[config.mk]
export PLATFORM = sky130hd
export DESIGN_NAME = psum_collector
export DESIGN_NICKNAME = d
export VERILOG_FILES = /design/src/rtl/psum_collector.sv
export SDC_FILE = /design/constraint.sdc
export NUM_CORES = 1
export LEC_CHECK = 0
export BUFFER_PORTS_ARGS = -buffer_cell sky130_fd_sc_hd__buf_2
export CAP_MARGIN = 20
export CORE_MARGIN = 3
export CORE_UTILIZATION = 40
export CTS_CLUSTER_SIZE = 8
export DETAILED_ROUTE_END_ITERATION = 8
export PLACE_DENSITY = 0.69
export REMOVE_ABC_BUFFERS = 1
export SYNTH_ARGS = -nofsm -noshare
export SYNTH_HDL_FRONTEND = slang
export SYNTH_SLANG_ARGS = --single-unit
[constraint.sdc]
create_clock -name clk -period 2.75 [get_ports clk]
set_input_delay 0.55 -clock clk [delete_from_list [all_inputs] [get_ports clk]]
set_output_delay 0.55 -clock clk [all_outputs]
set_load 0.05 [all_outputs]
[src/rtl/psum_collector.sv]
// psum_collector: round-robin collector that drains per-PE psum buffers into
// one registered output stream, counting a configured number of words per pass.
//
// Handshake: out_valid/out_ready follow strict valid/ready semantics. A word
// transfers on a rising edge where out_valid, out_ready and en are all high.
// Once out_valid is raised, out_data/out_pe_id hold until that transfer.
// On the PE side, pe_ren[i] pops the head word of PE i at the same edge.
module psum_collector #(
    parameter int NUM_PE     = 4,
    parameter int DATA_WIDTH = 32,
    parameter int CNT_WIDTH  = 10,
    parameter int ID_W       = $clog2(NUM_PE)
) (
    input  logic                         clk,
    input  logic                         rstn,
    input  logic                         en,
    input  logic                         start,
    input  logic [CNT_WIDTH-1:0]         cfg_total,
    input  logic [NUM_PE-1:0]            pe_empty,
    input  logic [NUM_PE*DATA_WIDTH-1:0] pe_dout,
    output logic [NUM_PE-1:0]            pe_ren,
    output logic                         out_valid,
    input  logic                         out_ready,
    output logic [DATA_WIDTH-1:0]        out_data,
    output logic [ID_W-1:0]              out_pe_id,
    output logic                         busy,
    output logic                         done,
    output logic [1:0]                   state_dbg
);

    typedef enum logic [1:0] {
        IDLE = 2'd0,
        RUN  = 2'd1,
        DONE = 2'd2
    } state_t;

    state_t                state;
    state_t                next_state;
    logic [ID_W-1:0]       ptr;
    logic [CNT_WIDTH-1:0]  pop_cnt;
    logic [CNT_WIDTH-1:0]  acc_cnt;
    logic [CNT_WIDTH-1:0]  total;

    logic                  start_go;
    logic                  accept;
    logic                  eligible;
    logic                  found;
    logic                  grant;
    logic [ID_W-1:0]       grant_idx;
    logic [ID_W-1:0]       cand;
    logic [ID_W:0]         sum;
    logic [DATA_WIDTH-1:0] pe_word [NUM_PE];

    // Split the flat PE data bus into one word per PE.
    for (genvar g = 0; g < NUM_PE; g++) begin : g_unpack
        assign pe_word[g] = pe_dout[g*DATA_WIDTH +: DATA_WIDTH];
    end

    assign start_go  = en && start && (state == IDLE);
    assign accept    = en && out_valid && out_ready;
    // A new word may be loaded when the output register is empty or is being
    // drained this very cycle, which keeps a full-rate stream bubble-free.
    assign eligible  = en && (state == RUN) && (pop_cnt < total) &&
                       (!out_valid || out_ready);
    assign grant     = eligible && found;
    assign busy      = (state == RUN);
    assign done      = (state == DONE);
    assign state_dbg = state;

    // Round-robin search: first non-empty PE at or above the pointer, wrapping.
    always_comb begin
        found     = 1'b0;
        grant_idx = '0;
        sum       = '0;
        cand      = '0;
        for (int k = 0; k < NUM_PE; k++) begin
            sum = {1'b0, ptr} + (ID_W+1)'(k);
            if (sum >= (ID_W+1)'(NUM_PE)) begin
                sum = sum - (ID_W+1)'(NUM_PE);
            end
            cand = sum[ID_W-1:0];
            if (!found && !pe_empty[cand]) begin
                found     = 1'b1;
                grant_idx = cand;
            end
        end
    end

    // Pop strobe goes to the grantee in the same cycle as the grant.
    always_comb begin
        pe_ren = '0;
        if (grant) begin
            pe_ren[grant_idx] = 1'b1;
        end
    end

    // State register; en low freezes the FSM.
    always_ff @(posedge clk or negedge rstn) begin
        if (!rstn) begin
            state <= IDLE;
        end else if (en) begin
            state <= next_state;
        end
    end

    // Next-state logic; a pass ends once every counted word has been accepted.
    always_comb begin
        next_state = state;
        case (state)
            IDLE:    if (start) next_state = RUN;
            RUN:     if (acc_cnt == total) next_state = DONE;
            DONE:    next_state = IDLE;
            default: next_state = IDLE;
        endcase
    end

    // Counters, pointer and output register; all held while en is low.
    always_ff @(posedge clk or negedge rstn) begin
        if (!rstn) begin
            ptr       <= '0;
            pop_cnt   <= '0;
            acc_cnt   <= '0;
            total     <= '0;
            out_valid <= 1'b0;
            out_data  <= '0;
            out_pe_id <= '0;
        end else if (en) begin
            if (start_go) begin
                pop_cnt <= '0;
                acc_cnt <= '0;
                total   <= cfg_total;
            end else begin
                if (grant) begin
                    pop_cnt <= pop_cnt + CNT_WIDTH'(1);
                end
                if (accept) begin
                    acc_cnt <= acc_cnt + CNT_WIDTH'(1);
                end
            end
            if (grant) begin
                out_valid <= 1'b1;
                out_data  <= pe_word[grant_idx];
                out_pe_id <= grant_idx;
                ptr       <= (grant_idx == ID_W'(NUM_PE - 1)) ? '0 : grant_idx + ID_W'(1);
            end else if (accept) begin
                out_valid <= 1'b0;
            end
        end
    end

endmodule

After elaboration in Yosys (flattened, before gate mapping)
Index checks and enable logic that the tools add are counted.
{"block": "totals", "reg_bits": 69, "output_inout_bits": 43, "in_bits": 147}
{"block": "classes", "bitwise_logic": 1, "reduce_logical": 29, "magnitude_cmp": 12, "n_eq_ne": 6, "addsub": 10, "muxes": 36}
{"cell": "$bmux W32 S2", "n": 1}
{"cell": "$mux W32", "n": 2}
{"cell": "$mux W10", "n": 4}
{"cell": "$mux W2", "n": 11}
{"cell": "$add A10 B1 Y10 const B", "n": 2}
{"cell": "$lt A2 B3 Y1 const B", "n": 5}
{"cell": "$ge A3 B3 Y1 const B", "n": 4}
{"cell": "$logic_and A1 B1 Y1", "n": 12}
{"cell": "$mux W1", "n": 11}
{"cell": "$eq A10 B10 Y1", "n": 1}
{"cell": "$lt A10 B10 Y1", "n": 1}
{"cell": "$reduce_and A2 Y1", "n": 5}
{"cell": "$bmux W1 S2", "n": 4}
{"cell": "$sub A2 B1 Y2 const B", "n": 4}
{"cell": "$add A2 B2 Y3 const B", "n": 2}
{"cell": "$logic_not A1 Y1", "n": 6}
{"cell": "$reduce_bool A2 Y1", "n": 3}
{"cell": "$eq A2 B2 Y1 const B", "n": 2}
{"cell": "$mux W4", "n": 1}
{"cell": "$pmux W2 S2", "n": 1}
{"cell": "$add A2 B1 Y3 const B", "n": 1}
{"cell": "$ge A2 B3 Y1 const B", "n": 1}
{"cell": "$not A2 Y3", "n": 1}
{"cell": "$reduce_and A3 Y1", "n": 1}
{"cell": "other kinds (8)", "n": 8}

Longest topological paths before layout
{"block": "logic_depth", "depth_word": 19, "ltp_mapped": 9, "depth_no_buf": 8}

Worst setup path after synthesis
No wires, ideal clock.
{"block": "synth_path", "path_kind": "register -> output", "from": "reg pop_cnt[3]", "to": "out pe_ren[0]", "arrival_time_ns": 2.233, "required_ns": 2.200, "path_slack_ns": -0.033, "stages_incl_launch_ff": 8, "cell_sequence": "dfrtp_1 ha_1 a21o_1 a21oi_1 o221ai_1 a21oi_4 buf_2 and2_1"}
{"block": "synth_between", "elab_chain_cells": 5}
{"item": "start: declaration", "line_no": "40", "text": "logic [CNT_WIDTH-1:0] pop_cnt;"}
{"item": "start signal: assignment", "line_no": "134", "text": "pop_cnt <= pop_cnt + CNT_WIDTH'(1);"}
{"item": "$lt A10 B10 Y1", "line_no": "63", "text": "assign eligible = en && (state == RUN) && (pop_cnt < total) &&"}
{"item": "$logic_and A1 B1 Y1 (2 in a row)", "line_no": "63"}
{"item": "$logic_and A1 B1 Y1", "line_no": "65", "text": "assign grant = eligible && found;"}
{"item": "$mux W4", "line_no": "92", "text": "if (grant) begin"}
{"item": "end: declaration", "line_no": "21", "text": "output logic [NUM_PE-1:0] pe_ren,"}
Every way passes these cells.

Worst setup path after layout
{"block": "layout_path", "from": "reg total[3]", "to": "out pe_ren[3]"}
{"block": "layout_between", "elab_chain_cells": 5}
{"item": "start: declaration", "line_no": "42", "text": "logic [CNT_WIDTH-1:0] total;"}
{"item": "start signal: assignment", "line_no": "131", "text": "total <= cfg_total;"}
{"item": "$lt A10 B10 Y1", "line_no": "63"}
{"item": "$logic_and A1 B1 Y1 (2 in a row)", "line_no": "63"}
{"item": "$logic_and A1 B1 Y1", "line_no": "65"}
{"item": "$mux W4", "line_no": "92"}
Every way passes these cells.

==> results.tsv <==
stage	metric	value	unit
detailed_routing	Vias	3765	
setup_path	crit path kind	reg -> out	
clocking	CTS tree	done	
detailed_routing	DRT Wirelength	11210	um
setup_path	CP max stage delay	380	ps
place	DP Worst Slack	211.0	ps
setup_path	Critical path buffers and inverters	2	
power_and_ir_drop	Flop pwr share	0.283	
layout	Finished Cell Area	5796	um^2
logic_synthesis	Async SR Flop Fraction	1.000	
clocking	CTS Root Buffer Type	clkbuf_8	
power_and_ir_drop	Clock Power Share	0.128	
power_and_ir_drop	Pleak	2.955	nW
layout	fin nets	769	
global_route	vias in the first global route	3859	
die	I/O pin count	190	
place	PortBufs	189	
timing	Final Cycle Share	0.9677	
detailed_routing	Iter 0 DRT Violations	144	
layout	share of cells above drive strength 1	0.4403	
logic_synthesis	number of synthesized flops with an enable pin	0	
timing	Max-slew headroom	0.6283	
logic_synthesis	Synth top area share	0.3954	
clocking	htree depth	3	
global_route	largest net degree at the start of global routing	51	
outcome	status	complete, no violations	
worst_hold_path	worst min path class	in -> async	
timing	Slew @ Worst Pin	557.6	ps
timing	final setup fails	0	
detailed_routing	vias per cell	5.040	
setup_path	Critical Path Start Type	flip-flop	
setup_path	crit-path cells	inv_1 > ha_4 > a21o_1 > a21oi_2 > o221ai_2 > a21oi_4 > and2_4 > buf_8	
logic_synthesis	Cells after Synth	408	
timing	fmax	375.8	MHz
detailed_routing	WL/cell	15.01	um
power_and_ir_drop	Net Sw Frac	0.4738	
timing	Tmin final	2661	ps
flow_run	Max-Cap Viols	0	
global_route	GRT overflow	0	
detailed_routing	DRC	0	
global_route	GRT Util Overall	0.1809	
layout	Diodes inserted	0	
power_and_ir_drop	power per cell area	1069	nW/um^2
die	die height	110.5	um
place	dpl cell area	5492	um^2
power_and_ir_drop	sw power	2.936	mW
power_and_ir_drop	Pint	3.261	mW
logic_synthesis	synthesized area	4367	um^2
layout	Final Util	0.5539	
clocking	Clock Tree Buf Depth	2	
timing	Setup WS post-layout	88.71	ps
setup_path	cell family with most CP delay	compound AO/OA/AOI/OAI gates	
timing	Hold Vio Cnt, Final	0	
die	die area	12210	um^2
logic_synthesis	Yosys top cell by area	dfrtp_1	
setup_path	worst endpoint required time	2200	ps
clocking	cts bufs inserted	9	
global_route	first-pass GRT wire length	18460	um
logic_synthesis	register area share after synthesis	0.3954	
clocking	clk sinks	69	
timing	total negative setup slack	0	ps
setup_path	CP max FO	6	
detailed_routing	TritonRoute pass-1 iters	4	
timing	max-slew violations	0	
logic_synthesis	ys flop type	dfrtp_1	
logic_synthesis	Synth top cells by count	mux2i_1 (98), dfrtp_1 (69), nand2_1 (42)	
layout	Layout area overhead	32.72	%
logic_synthesis	Area contributors post-synth	dfrtp_1 (40%), mux2i_1 (22%), mux2_2 (8.5%)	
timing	clock skew	10.73	ps
logic_synthesis	Warnings, synthesis	0	
logic_synthesis	count leader, synth	mux2i_1	
clocking	Skew-Pair Late Insertion Delay	340	ps
clocking	Clock Pin Slew Worst Setup and Hold Paths	80	ps
die	Die Span X	110.5	um
setup_path	flop-to-flop setup slack	170	ps
place	Final Wtd Congestion	0.8760	
logic_synthesis	Synth cell types	41	
power_and_ir_drop	power consumption	6.197	mW
setup_path	Critical-path top delay cell	dfrtp_1	
detailed_routing	remaining antenna violation count	0	
die	Core ar.	10460	um^2
setup_path	Worst EP arrival	2110	ps
die	row cnt	37	
power_and_ir_drop	combinational group share of total power	0.590	
logic_synthesis	syn avg cell area	10.70	um^2
place	hpwl dp	8778	um
global_route	initial antenna violation count	0	
setup_path	Setup crit end kind	primary output	
power_and_ir_drop	Peak VDD IR	576.0	uV
logic_synthesis	Seq cells post-synth	69	
die	Initial Util	0.4174	
[flip-flops by register name (all words and copies together) (netlist names)]
| signal | flops |
|---|---|
| acc_cnt | 10 |
| out_data | 32 |
| out_pe_id | 2 |
| out_valid | 1 |
| pop_cnt | 10 |
| ptr | 2 |
| state_dbg | 2 |
| total | 10 |
[what timing repair did]
| action | 4_1_cts | 5_1_grt |
|---|---|---|
| resized for setup | 6 | 11 |
| buffers inserted | 3 | 5 |
| cloned | 0 | 0 |
| hold buffers | 0 | 0 |
| pin swaps | 1 | 5 |
| setup endpoints to repair | 4 | 4 |
[area by class of cell]
type	instances	area [um^2]
fill	970	4667
clock inverter	4	50.05
sequential	69	1728
inverter	15	56.30
multi-input combinational	305	2525
clock buffer	11	131.4
timing repair buffer	207	1135
tap	136	170.2
[per-stage QoR]
stage	hold slack [ps]	instances
final	188.0	747
after global routing	226.2	747
after CTS	200.0	742
after detailed placement	473.9	724
after global placement	464.6	724
after floorplan	254.4	389
[power by group through the flow]
stage	combinational (mW)	clock [mW]	sequential, mW
after global placement	3.49	0	1.74
after detailed placement	3.55	0	1.76
after CTS	3.60	0.819	1.75
after floorplan	1.80	0	2.67
final	3.65	0.790	1.75
after global routing	3.93	0.857	1.82
[routing by layer]
metal / track usage / routed length, um / vias up
met5: 0 / 0 / -
met4: 0.05172 / 168 / 0
met3: 0.03507 / 571 / 12
met2: 0.3111 / 5680 / 104
met1: 0.2312 / 4790 / 1802
li1: - / - / 1847
[path summary, 6_finish.rpt]
check,startpoint,to,depth (start not counted)
min,rstn,acc_cnt[7],1
max in group asynchronous,rstn,out_data[19],2
min in group clk,cfg_total[6],total[6],3
max reg2reg,total[3],out_data[8],11
max,total[3],pe_ren[3],8
min reg2reg,out_pe_id[0],out_pe_id[0],2
[layout by cell type, fill, tap and decap left out, drive strengths merged, types with 3 or more instances in the layout]
| master | count |
|---|---|
| inv | 15 |
| and3 | 5 |
| o21ai | 16 |
| ha | 15 |
| a211oi | 3 |
| dfrtp | 69 |
| nand2 | 42 |
| nand3 | 9 |
| xnor2 | 14 |
| nand4 | 5 |
| clkbuf | 11 |
| buf | 207 |
| mux2i | 98 |
| nor2 | 18 |
| xor2 | 9 |
| a21oi | 10 |
| o221ai | 3 |
| mux2 | 33 |
| and2 | 5 |
[kinds of logic after synthesis]
kind of cell,count (synthesis),share of synthesized area
buffers and inverters,34,0.04155
multiplexers,131,0.3097
AND/OR/NAND/NOR,97,0.1046
XOR/XNOR,23,0.04613
adder cells (fa/ha/maj),15,0.04298
AO/OA/AOI/OAI,39,0.05960
flip-flops,69,0.3954
Power figures use the tool's default switching activity.
